**config.mk**
```make
export PLATFORM = sky130hd
export DESIGN_NAME = dmx8_4bits_bank
export DESIGN_NICKNAME = d
export VERILOG_FILES = /design/src/rtl/dmx8_pkg.sv /design/src/rtl/dec3to8.sv /design/src/rtl/dmx8_4bits_bank.sv
export SDC_FILE = /design/constraint.sdc
export NUM_CORES = 1
export LEC_CHECK = 0
export CAP_MARGIN = 20
export CORE_MARGIN = 1
export CORE_UTILIZATION = 40
export CTS_BUF_LIST = sky130_fd_sc_hd__clkbuf_8
export DETAILED_ROUTE_END_ITERATION = 8
export PLACE_DENSITY_LB_ADDON = 0.1
export SYNTH_ARGS = -nofsm -noshare
export SYNTH_HDL_FRONTEND = slang
export SYNTH_SLANG_ARGS = --single-unit
```
**constraint.sdc**
```tcl
create_clock -name clk -period 2 [get_ports clk]
set_input_delay 0.2 -clock clk [delete_from_list [all_inputs] [get_ports clk]]
set_output_delay 0.2 -clock clk [all_outputs]
set_load 0.01 [all_outputs]
```
**src/rtl/dmx8_pkg.sv**
```systemverilog
// Shared types and sizing for the 1-to-8, 4-bit registered write distributor.
package dmx8_pkg;
  localparam int NUM_ENTRIES = 8;
  localparam int DATA_W      = 4;
  localparam int SEL_W       = 3;

  typedef enum logic [1:0] {
    IDLE = 2'd0,
    FILL = 2'd1,
    DONE = 2'd2
  } state_t;
endpackage

```
**src/rtl/dec3to8.sv**
```systemverilog
// Combinational 3-to-8 one-hot decoder with enable; produces per-entry write strobes.
module dec3to8
  import dmx8_pkg::*;
(
  input  logic [SEL_W-1:0]       sel,
  input  logic                   en,
  output logic [NUM_ENTRIES-1:0] onehot
);
  always_comb begin
    onehot      = '0;
    onehot[sel] = en;
  end
endmodule

```
**src/rtl/dmx8_4bits_bank.sv**
```systemverilog
// Registered 1-to-8 write distributor with sequential fill (broadcast) mode.
// Optional DMX8_WRCNT_EN adds a saturating entry-write counter output wr_cnt.
module dmx8_4bits_bank
  import dmx8_pkg::*;
#(
  parameter logic [DATA_W-1:0] RESET_VAL = 4'h0
) (
  input  logic                   clk,
  input  logic                   reset,
  input  logic                   in_valid,
  output logic                   in_ready,
  input  logic                   fill,
  input  logic [DATA_W-1:0]      d,
  input  logic                   s2,
  input  logic                   s1,
  input  logic                   s0,
  output logic [DATA_W-1:0]      a,
  output logic [DATA_W-1:0]      b,
  output logic [DATA_W-1:0]      c,
  output logic [DATA_W-1:0]      d_o,
  output logic [DATA_W-1:0]      e,
  output logic [DATA_W-1:0]      f,
  output logic [DATA_W-1:0]      g,
  output logic [DATA_W-1:0]      h,
  output logic [NUM_ENTRIES-1:0] vld,
`ifdef DMX8_WRCNT_EN
  output logic [7:0]             wr_cnt,
`endif
  output logic                   busy,
  output logic                   done
);
  state_t                  state, state_nxt;
  logic [SEL_W-1:0]        cnt;
  logic [DATA_W-1:0]       fill_data;
  logic [DATA_W-1:0]       ent [NUM_ENTRIES];
  logic                    accept, wr_single, fill_step;
  logic [SEL_W-1:0]        wr_sel;
  logic [DATA_W-1:0]       wr_data;
  logic [NUM_ENTRIES-1:0]  we;

  // Acceptance decodes state directly so in_ready never feeds back into itself.
  assign accept    = in_valid && (state == IDLE);
  assign wr_single = accept && !fill;
  assign fill_step = (state == FILL);
  assign wr_sel    = fill_step ? cnt : {s2, s1, s0};
  assign wr_data   = fill_step ? fill_data : d;

  dec3to8 u_dec (
    .sel    (wr_sel),
    .en     (wr_single || fill_step),
    .onehot (we)
  );

  always_ff @(posedge clk) begin
    if (reset) state <= IDLE;
    else       state <= state_nxt;
  end

  always_comb begin
    state_nxt = state;
    in_ready  = 1'b0;
    busy      = 1'b0;
    done      = 1'b0;
    case (state)
      IDLE: begin
        in_ready = 1'b1;
        if (accept && fill) state_nxt = FILL;
      end
      FILL: begin
        busy = 1'b1;
        if (cnt == 3'd7) state_nxt = DONE;
      end
      DONE: begin
        busy      = 1'b1;
        done      = 1'b1;
        state_nxt = IDLE;
      end
      default: state_nxt = IDLE;
    endcase
  end

  always_ff @(posedge clk) begin
    if (reset) begin
      cnt       <= '0;
      fill_data <= '0;
      vld       <= '0;
      for (int k = 0; k < NUM_ENTRIES; k++) ent[k] <= RESET_VAL;
    end else begin
      if (accept && fill) begin
        fill_data <= d;
        cnt       <= '0;
      end else if (fill_step) begin
        cnt <= cnt + 3'd1;
      end
      for (int k = 0; k < NUM_ENTRIES; k++)
        if (we[k]) ent[k] <= wr_data;
      vld <= vld | we;
    end
  end

`ifdef DMX8_WRCNT_EN
  always_ff @(posedge clk) begin
    if (reset)                        wr_cnt <= '0;
    else if ((|we) && wr_cnt != 8'hFF) wr_cnt <= wr_cnt + 8'd1;
  end
`endif

  assign a   = ent[0];
  assign b   = ent[1];
  assign c   = ent[2];
  assign d_o = ent[3];
  assign e   = ent[4];
  assign f   = ent[5];
  assign g   = ent[6];
  assign h   = ent[7];
endmodule
```
==> results of run 1 <==
-- cells by family (layout without fill, tap and decap cells) --
| family | Yosys count | in the layout | share of synthesized area [%] |
|---|---|---|---|
| flip-flops | 49 | 49 | 61.2 |
| adder cells (fa/ha/maj) | 6 | 6 | 3.53 |
| multiplexers | 10 | 10 | 4.94 |
| XOR/XNOR | 1 | 1 | 0.412 |
| AO/OA/AOI/OAI | 19 | 19 | 9.59 |
| buffers and inverters | 24 | 88 | 5.24 |
| AND/OR/NAND/NOR | 61 | 61 | 15.1 |
-- where the power goes --
group / leakage (nW) / switching (mW) / internal, mW
clock: 0.0518 / 0.322 / 0.368
sequential: 0.469 / 0.0295 / 1.15
combinational: 0.558 / 0.205 / 0.211
-- worst max path at each step --
| stage | start | end | slack, ns | cells past startpoint |
|---|---|---|---|---|
| after floorplan | state[1] | ent[1][10] | 0.16 | 7 |
| after global placement | fill | ent[1][3] | 0.14 | 5 |
| after detailed placement | fill | ent[1][1] | 0.10 | 5 |
| after CTS | state[1] | ent[1][11] | 0.09 | 6 |
| after global routing | state[0] | ent[0][14] | 0.01 | 6 |
| final | state[1] | ent[1][9] | 0.13 | 6 |
-- synthesized netlist by cell type --
cell type	instances
a211oi_1	1
a21bo_2	1
a21o_1	1
a21oi_1	6
a21oi_2	3
a31oi_2	3
a31oi_4	1
a41oi_4	2
and3_1	1
and4_1	2
and4b_1	3
buf_1	1
buf_2	2
buf_4	1
buf_6	2
clkbuf_1	2
dfxtp_1	17
edfxtp_1	32
ha_1	6
inv_1	16
mux2_2	4
mux2i_1	6
nand2_1	11
nand2b_1	1
nand3_1	1
nand4_1	1
nor2_1	31
nor2b_1	1
nor3_1	3
nor4b_1	1
nor4bb_1	3
nor4bb_4	1
o31a_1	1
or3_1	1
xnor2_1	1
-- layout make-up --
type / count / area [um2]
clock buffers: 5 / 68.8
clock inverters: 3 / 41.3
fillers: 458 / 2210
inverters: 16 / 60.1
multi-input cells: 97 / 722
flip-flops and latches: 49 / 1300
well taps: 70 / 87.6
repair buffers: 64 / 617
-- tightest hold or removal path: stages, from the launching register on --
cell     delay (ns)
dfxtp_1        0.31
inv_1          0.06
a21oi_2        0.04
-- per-stage QoR --
stage / power, mW / setup WS (ns)
floorplan: 1.43 / 0.159
global placement: 1.60 / 0.138
detailed placement: 1.62 / 0.101
CTS: 2.30 / 0.0912
global route: 2.39 / 0.0128
finish: 2.28 / 0.134
-- layer usage --
layer,share of wire (%),up-vias,global-route usage (%)
li1,-,716,-
met1,43,676,20.1
met2,50,40,27.9
met3,5.3,5,4.42
met4,1.2,0,6.50
met5,0,-,0
-- registers in the layout, indices dropped and copies added, names as in the netlist --
name       flops
fill_data      4
ent           32
vld            8
cnt            3
state          2
-- timing repair --
action | CTS | global route
setup endpoints to repair | 0 | 15
gates resized for setup | 0 | 3
hold buffers | 0 | 0
==> summary.md, run 1 <==
For hold timing, the worst endpoint is vld[1]. The worst register-to-register path has a depth of 6. Summed over all nets, the half-perimeter wirelength after detailed placement is 3.13 mm. The initial antenna violation count is 0.

The largest single stage delay on the critical path is 0.35 ns. In the final routed layout, each cell accounts on average for 13.9 um. The initialized floorplan defines 26 standard-cell rows. The DRC violations left was 0; the largest net degree at the start of global routing was 18. The worst min-delay path category is flop to flop. The final layout contains routed wiring with a total length of 4.23 mm. The logs give 296 for the number of cells after detailed placement and 536 MHz for the highest achievable clock rate. The placeable core region is 5110 um2. Type of the setup path with the least slack: flop to flop. The power density over the cells is 788 nW/um2, and the H-tree depth is 2.

After clock tree synthesis, the clock-pin slew on the worst setup and hold paths is 0.09 ns. The time the worst path needs with I/O delays and setup came out at 1.87 ns. After synthesis, the netlist uses 35 different library cells. The first detailed-routing pass ran for 4 iterations.

TritonCTS built the clock tree. After synthesis, the cell types taking the most area are edfxtp_1, dfxtp_1, nor2_1, ha_1, mux2i_1. The post-synth net total was 187. At the end of routability-driven placement, the weighted congestion stood at 0.760. For this design the static power due to leakage is 1.08 nW. In this run the critical register-to-register path is captured at ent[1][9]. Of the cells placed in the final design, the portion with a size suffix greater than 1 is 15.0%.

The count of cells along the worst hold path is 2. The library cell used most frequently in the layout, excluding fill and tap cells, is clkdlybuf4s50_1. The die covers 5610 um2. The net count of the finished layout is 250. The critical path data required time was 2.05 ns. The top cell types in the final layout, fill and taps aside, are clkdlybuf4s50_1, edfxtp_1, nor2_1. Setup violations remaining at the end of the flow were counted as 0. The count of buffers inserted at the top-level ports works out to 53. The biggest area consumer among synthesized cells was edfxtp_1. The total count of max-transition violations in the final report was 0; the via count of the first global-routing pass was 1366.

The run gives 5 as the clock buffer count from CTS. The detailed router placed 1437 vias in this run. Across the VDD grid, the largest voltage drop is 314 uV.

The total overflow left after global routing is 0. The critical path's slowest cell is mux2_2. The area growth from synthesis to layout is 36.3%. The signal on the critical path passes through inv_1 > ha_1 > buf_4 > mux2_2 > nand2_1 > inv_1.

On the final layout, the worst hold slack is 0.457 ns. The run gives 88 as the violation count after the first detailed-route iteration. The cell chosen for the clock root was clkbuf_8. Number of synthesized register bits: 49. The tools report the number of instances in the synthesized netlist as 170. The clock reaches the later pin of the worst-skew pair after 0.30 ns. The total track usage is 16.5%, and the final worst-path cycle share is 93.3%.

The cell area that synthesis handed to floorplanning was 2130 um2. Once placement finished, the instance area stood at 2780 um2. In this design, the largest share of critical-path delay is due to buffers and inverters. Each instance of the synthesized netlist takes up on average 12.5 um2.

The final-layout setup total negative slack is 0 ns. STA classifies the critical path startpoint as a flop. The via density per instance is 4.73. The y dimension of the die came out at 74.9 um. The first global-routing pass estimated 6.63 mm of wire. From left edge to right edge, the die measures 74.9 um. The logs give 2900 um2 for the summed area of non-filler cells in the final layout and 54 for the top-level I/O count.

The max-cap check violation count was 0; the clock sink count was 49. The run gives 1.91 ns as the signal arrival time at the worst endpoint. For the utilization of the core after routing, the log shows 56.7%.

The cell that appears most often on the critical path is inv_1. The total buffers and inverters traversed by the critical path came out at 3. STA classifies the critical path endpoint as a flop. Setup repair after global routing left no endpoint under its margin. The number of setup buffers added after CTS is 0. Across all register-to-register paths, the minimum setup slack is 0.13 ns.

Once layout is complete, the cells apart from fillers number 304. In this run the critical register-to-register path is launched from state[1]. For this configuration, the core starts out at a cell density of 41.6%. The flow ran to the end, and the final reports show no timing, DRC or antenna violations. The clock passes through at most 2 buffers. The final count of hold timing violations was 0; the number of diodes added for antenna fixing was 0.

The clock skew is 0.00338 ns. The register area share after synthesis is 61.2%, and the residual antenna-violating net count after detailed routing is 0. The worst hold path begins at vld[1]. The maximum net fanout on the critical path works out to 17. During synthesis, Yosys emitted a total of 0 warnings. The worst slew margin relative to its limit came out at 74.3%.

The transition at the pin with the smallest max-transition slack works out to 0.380 ns. Summed over its instances, the top area cell type makes up 45.2% of the synthesized netlist area.
No activity file was read; power rests on OpenSTA's default activity.
==> inputs of run 2 (changes only) <==
--- a/config.mk
+++ b/config.mk
@@ -7,7 +7,7 @@
 export LEC_CHECK = 0
 export CAP_MARGIN = 20
 export CORE_MARGIN = 1
-export CORE_UTILIZATION = 40
+export CORE_UTILIZATION = 45
 export CTS_BUF_LIST = sky130_fd_sc_hd__clkbuf_8
 export DETAILED_ROUTE_END_ITERATION = 8
 export PLACE_DENSITY_LB_ADDON = 0.1
==> run 2 against run 1 <==
The flow now finishes with violations (design-rule violations). First-iteration DRC count increased by 23%. Combinational power is 2% higher. Fmax shrank 0.63%. Total power up 6.3%. Clock power increased by 20%. Global-route usage is 1.7 points higher. Die area is 11% lower. Final cell count down 5.6%. Sequential power barely moved. Clock-buffer cell count stayed put. Sequential cell count unchanged. Utilization is 8.5 points higher. Critical endpoint is now ent[1][0]. Highest routed layer unchanged.
==> summary.md, run 2 (synthesis results as in run 1) <==
The number of nets in the finished design came out at 251. The checks that failed: design-rule violations. Final hold slack: 0.454 ns. The number of antenna diodes in the final layout is 0. The tools report the total congestion overflow after global routing as 0. Buffers inserted during clock tree synthesis total 5. In the global route stage, met3 resource usage came out at 5.27%.

For the clock sink count, the log shows 49. The run gives 0.30 ns as the insertion delay to the later sink of the worst-skew pair. The transition at the pin with the smallest max-transition slack came out at 0.462 ns. STA classifies the critical path endpoint as a flop. Startpoint class of the critical path: a flop.

The largest registers in the layout are ent (32), vld (8), fill_data (4). STA puts the critical path data required time at 2.05 ns. Measured along the x axis, the die boundary spans 70.7 um. The most crowded layer after global routing was met2.

The final count of hold timing violations is 0, and the global-route met1 utilization is 22.2%. Wires add up to 4.23 mm. Dividing the detail-routed wire length by the instance count gives 14.7 um.

Type of the setup path with the least slack: flop to flop. Derived from the worst setup path, the maximum achievable clock frequency is 532 MHz. The final critical path takes up 93.9% of the cycle. Data on the critical path arrives at its endpoint at 1.93 ns. After routing, the total negative slack on setup checks comes to 0 ns. The time the worst path needs with I/O delays and setup works out to 1.88 ns. The pre-antenna-repair detailed-routing pass consisted of 6 iterations. The library cells used most frequently in the layout, excluding fill and tap cells, are clkdlybuf4s50_1, edfxtp_1, nor2_1. Measured along the y axis, the die boundary spans 70.7 um.

The most common cell after layout, fill and taps aside was clkdlybuf4s50_1. Counting instances, the worst hold path has a depth of 2. Global routing used 31.0% of the available met2 tracks. The highest ir drop seen on vdd is 496 uV. Summed over all nets, the half-perimeter wirelength after detailed placement is 3.15 mm. The tools report the initial antenna violation count as 0.

The maximum net fanout on the critical path works out to 10. The register with the most flip-flops in the layout has 32 of them. The power density over the cells was 838 nW/um2; the final RePlAce weighted congestion was 0.822.

For the count of vias placed by the detailed router, the log shows 1485. The flow ran to the end, but the final reports show violations. The residual antenna-violating net count after detailed routing is 0. The via density per instance was 5.17. The die covers 5000 um2.

Violation count after the first detailed-route iteration: 108. The first global-routing pass estimated 6.96 mm of wire. TritonCTS built the clock tree. Once the floorplan was initialized, standard cells occupied 47.8% of the core.

Setup repair after global routing left no endpoint under its margin. The register with the most flip-flops was ent. The CTS clock-pin slew for the worst setup and hold paths came out at 0.09 ns. The tree is rooted in a clkbuf_8. The H-tree was split into 2 levels. For this run, design rule violations remaining after detail routing come to 13. Global routing used 18.2% of the available tracks. For the worst flop-to-flop path, the logic depth is 6.

The worst min-delay path category was flop to flop. The logs give 16 for the largest net degree at the start of global routing and 1443 for the via count of the first global-routing pass. In the final layout, the share of cells above drive strength 1 is 14.9%. Summed over all cells, the static leakage comes to 1.10 nW. The top-level I/O count was 54; the number of filler cells placed in the layout was 371. Setup violations remaining at the end of the flow were counted as 0. The tools report the total count of max-transition violations in the final report as 0. Compared with the post-synthesis result, the final layout area differs by 36.3%. The clock passes through at most 2 buffers. The clock skew came out at 0.00633 ns.

The floorplan has 24 rows. Buffers placed on the I/O ports in this run total 53. The max-cap check violation count is 0, and the worst slew margin relative to its limit is 68.8%. The placeable core region was 4440 um2.
-- run 2: cell count changes in the layout (fill, tap and decap cells not counted), sizes merged --
cell,before,now
clkinvlp,1,0
bufinv,1,2
buf,11,12
-- run 2: report_power, final --
| group | leakage, nW | internal [mW] | switching [mW] | total [mW] |
|---|---|---|---|---|
| registers | 0.469 | 1.15 | 0.0291 | 1.18 |
| logic | 0.563 | 0.216 | 0.208 | 0.424 |
| clock network | 0.0681 | 0.497 | 0.330 | 0.827 |
-- run 2: timing repair --
| action | CTS | global route |
|---|---|---|
| setup buffers | 0 | 0 |
| hold buffers | 0 | 0 |
| endpoints found under the setup margin | 0 | 21 |
| gates resized for setup | 0 | 1 |
-- run 2: worst max-delay path, cell delays in order (launching register included) --
cell	delay [ns]
dfxtp_1	0.33
inv_1	0.10
ha_1	0.26
buf_4	0.22
mux2_2	0.34
nand2_1	0.27
nor2_1	0.10
-- run 2: layout make-up --
cell class / instances / area [um2] / share of cell area, %
multi-input combinational: 97 / 713 / 24.6
clock inverter: 3 / 65.1 / 2.25
inverter: 16 / 60.1 / 2.07
sequential: 49 / 1300 / 44.9
timing repair buffer: 65 / 624 / 21.5
tap: 52 / 65.1 / 2.25
clock buffer: 5 / 68.8 / 2.37
-- run 2: worst paths after layout --
path | endpoint | startpoint | slack, ns
worst max-delay path | ent[1][0] | state[1] | 0.12
worst min-delay path | vld[2] | vld[2] | 0.45
worst max register to register | ent[1][0] | state[1] | 0.12
worst min register to register | vld[2] | vld[2] | 0.45
-- run 2: metal layers --
layer,up-vias,wire (um)
met2,49,2120
met1,705,1770
met5,-,0
li1,723,-
met3,8,275
met4,0,68
-- run 2: through the flow --
stage,util (%),worst slack [ns],cells,total power [mW],instance area (um2)
finish,65.2,0.122,287,2.43,2900
CTS,65.1,0.0645,287,2.43,2890
global route,65.2,0.00673,287,2.52,2900
floorplan,-,0.159,170,1.43,2130
detailed placement,62.1,0.0885,279,1.62,2760
global placement,62.1,0.140,279,1.61,2760
==> inputs of run 3 (changes only) <==
--- a/config.mk
+++ b/config.mk
@@ -10,7 +10,7 @@
 export CORE_UTILIZATION = 45
 export CTS_BUF_LIST = sky130_fd_sc_hd__clkbuf_8
 export DETAILED_ROUTE_END_ITERATION = 8
-export PLACE_DENSITY_LB_ADDON = 0.1
+export PLACE_DENSITY = 0.78
 export SYNTH_ARGS = -nofsm -noshare
 export SYNTH_HDL_FRONTEND = slang
 export SYNTH_SLANG_ARGS = --single-unit
==> run 3 against run 2 <==
The run still ends with design-rule violations left. Combinational power decreased by 2%. Critical endpoint is now ent[1][8]. Sequential share of layout area increased by 0.65 points. Non-clock buffer count decreased by 2. Worst setup slack improved by 0.012 ns. Global-route usage decreased by 1.8 points. Via count decreased by 4.0%. Worst hold slack improved by 0.0024 ns. Final cell count decreased by 0.70%. Register-to-register slack about the same. Largest cell class unchanged. Fmax increased by 0.65%. Final area decreased by 1.4%. Sequential power about the same.
==> summary.md, run 3 (synthesis results as in run 1) <==
In the layout the commonest cells are clkdlybuf4s50_1, edfxtp_1, nor2_1. The most common cell after layout, fill and taps aside was clkdlybuf4s50_1. The number of diodes added for antenna fixing was 0; the number of standard-cell rows in the floorplan was 24.

At the end of routability-driven placement, the weighted congestion stood at 0.799. The routed length per placed instance is 13.8 um. The insertion delay to the later sink of the worst-skew pair came out at 0.30 ns. Setup repair after global routing left no endpoint under its margin. The tools report the critical path data required time as 2.05 ns. The run gives 54 as the top-level I/O count. For the initial antenna violation count, the log shows 0.

Setup slack on the worst reg-to-reg path comes out at 0.13 ns. The final worst-path cycle share is 93.3%, and the number of nets in the finished design is 249. The initial utilization of the core area, before any placement, comes to 47.8%.

The critical path is of the flop to flop type. For the clock skew, the log shows 0.00622 ns. In the final timing run, aggregate negative setup slack is 0 ns.

Among all stages on the critical path, the largest delay is contributed by or3_4. TritonCTS built the clock tree. Worst min-delay path category: flop to flop. Global routing used 16.4% of the available tracks across all layers.

The highest ir drop seen on vdd is 308 uV, and the number of flip-flops under the largest register name is 32. The register with the most flip-flops was ent. After layout, the minimum clock period comes to 1.87 ns. The first TritonRoute pass finished after 6 iterations. The first-pass GRT wire length was 6.33 mm; the die area was 5000 um2.

Global routing finished with a remaining overflow of 0. The worst pin sits at a relative slew slack of 74.6%. The utilization of the core after routing is 64.3%, and the fraction of layout instances using a drive strength above 1 is 14.6%. The largest net degree at the start of global routing was 18. In this run the worst path has a maximum fanout of 8.

The count of nets left with antenna violations once routing finished came out at 0. Dividing total power by cell area gives a power density of 756 nW/um2. Buffers placed on the I/O ports in this run total 53. After the first detailed-routing iteration, the DRC count stood at 152. Setup violations remaining at the end of the flow were counted as 0.

Clock tree synthesis selected as its root buffer the cell clkbuf_8. The y dimension of the die is 70.7 um, and the final count of hold timing violations is 0. For the pin with the worst max-slew slack, the measured transition is 0.381 ns. The run gives 49 as the clock sink count.

The count of vias placed by the detailed router was 1426; the number of cells after detailed placement was 277. The flow ran to the end, but the final reports show violations. The logs give 1320 for the via count of the first global-routing pass and 1.07 nW for the leakage power.

Startpoint class of the critical path: a flop. The checks that failed: design-rule violations. The number of clock buffers added by TritonCTS is 5. Detailed placement finished with a half-perimeter wire length of 2.97 mm. The max-cap check violation count was 0. The region available for standard cell placement spans 4440 um2.

The largest single stage delay on the critical path is 0.41 ns. For this run, design rule violations remaining after detail routing come to 17. In this run the horizontal extent of the chip is 70.7 um. The worst setup path is captured at a flop. The via density per instance was 5.00; the H-tree depth was 2.

The critical path goes through inv_1 > ha_1 > nor4bb_4 > buf_12 > and4_1 > or3_4. After detailed routing, the total wire length is 3.94 mm. The CTS clock-pin slew for the worst setup and hold paths works out to 0.08 ns. The finished layout holds 285 standard cells, fillers aside. The largest registers in the layout are ent (32), vld (8), fill_data (4). Relative to the synthesized area, the layout overhead comes to 34.4%. The logs give 0 for the total count of max-transition violations in the final report and 354 for the number of filler cells placed in the layout.

The run gives 1.92 ns as the signal arrival time at the worst endpoint. The highest achievable clock rate was 536 MHz; the number of buffers between clock root and the deepest sink was 2.
-- run 3: cell count changes in the layout (fill, tap and decap cells not counted) --
cell / before / now
buf_4: 11 / 9
bufinv_16: 2 / 0
clkinvlp_4: 0 / 2
buf_12: 0 / 1
buf_6: 1 / 0
clkinv_2: 1 / 0
inv_1: 16 / 17
nor4bb_1: 3 / 2
nor4bb_2: 0 / 1
or3_1: 1 / 0
or3_4: 0 / 1
-- run 3: timing repair --
action,in CTS,in global routing
setup buffers,0,0
setup endpoints to repair,0,8
hold buffers,0,0
resized for setup,0,2
-- run 3: cell type report --
cell class,instances,area (um2),area share (%)
clock inverters,3,18.8,0.657
flip-flops and latches,49,1300,45.6
multi-input cells,97,724,25.4
repair buffers,63,618,21.6
inverters,16,60.1,2.10
well taps,52,65.1,2.28
clock buffers,5,68.8,2.41
-- run 3: critical path: cells and delay by family, from the launching register on --
kind	cells	cell delay [ns]
adders and majority gates	1	0.24
buffers and inverters	2	0.24
DFF	1	0.34
and+or+nand+nor	3	0.81
-- run 3: final timing paths --
| kind | from | depth (start not counted) | to |
|---|---|---|---|
| worst min-delay path | vld[5] | 2 | vld[5] |
| worst max register to register | state[0] | 6 | ent[1][8] |
| worst max-delay path | state[0] | 6 | ent[1][8] |
| worst min register to register | vld[5] | 2 | vld[5] |
-- run 3: per-layer routing --
metal / wire, um / vias to the layer above / part of all wire (%) / global-route usage [%]
li1: - / 718 / - / -
met1: 1740 / 658 / 44 / 21.1
met2: 1920 / 46 / 49 / 27.6
met3: 254 / 4 / 6.5 / 4.42
met4: 20 / 0 / 0.51 / 4.67
met5: 0 / - / 0 / 0
-- run 3: report_power, final --
part / switching, mW / internal (mW)
combinational: 0.202 / 0.216
sequential: 0.0294 / 1.15
clock: 0.324 / 0.242
-- run 3: stage by stage --
stage               area [um2]  hold slack, ns  power [mW]  setup slack [ns]
global placement          2760           0.437        1.61             0.113
CTS                       2850           0.455        2.17            0.0947
global route              2860           0.469        2.25           0.00989
detailed placement        2760           0.441        1.62            0.0788
finish                    2860           0.456        2.16             0.134
floorplan                 2130           0.347        1.43             0.159
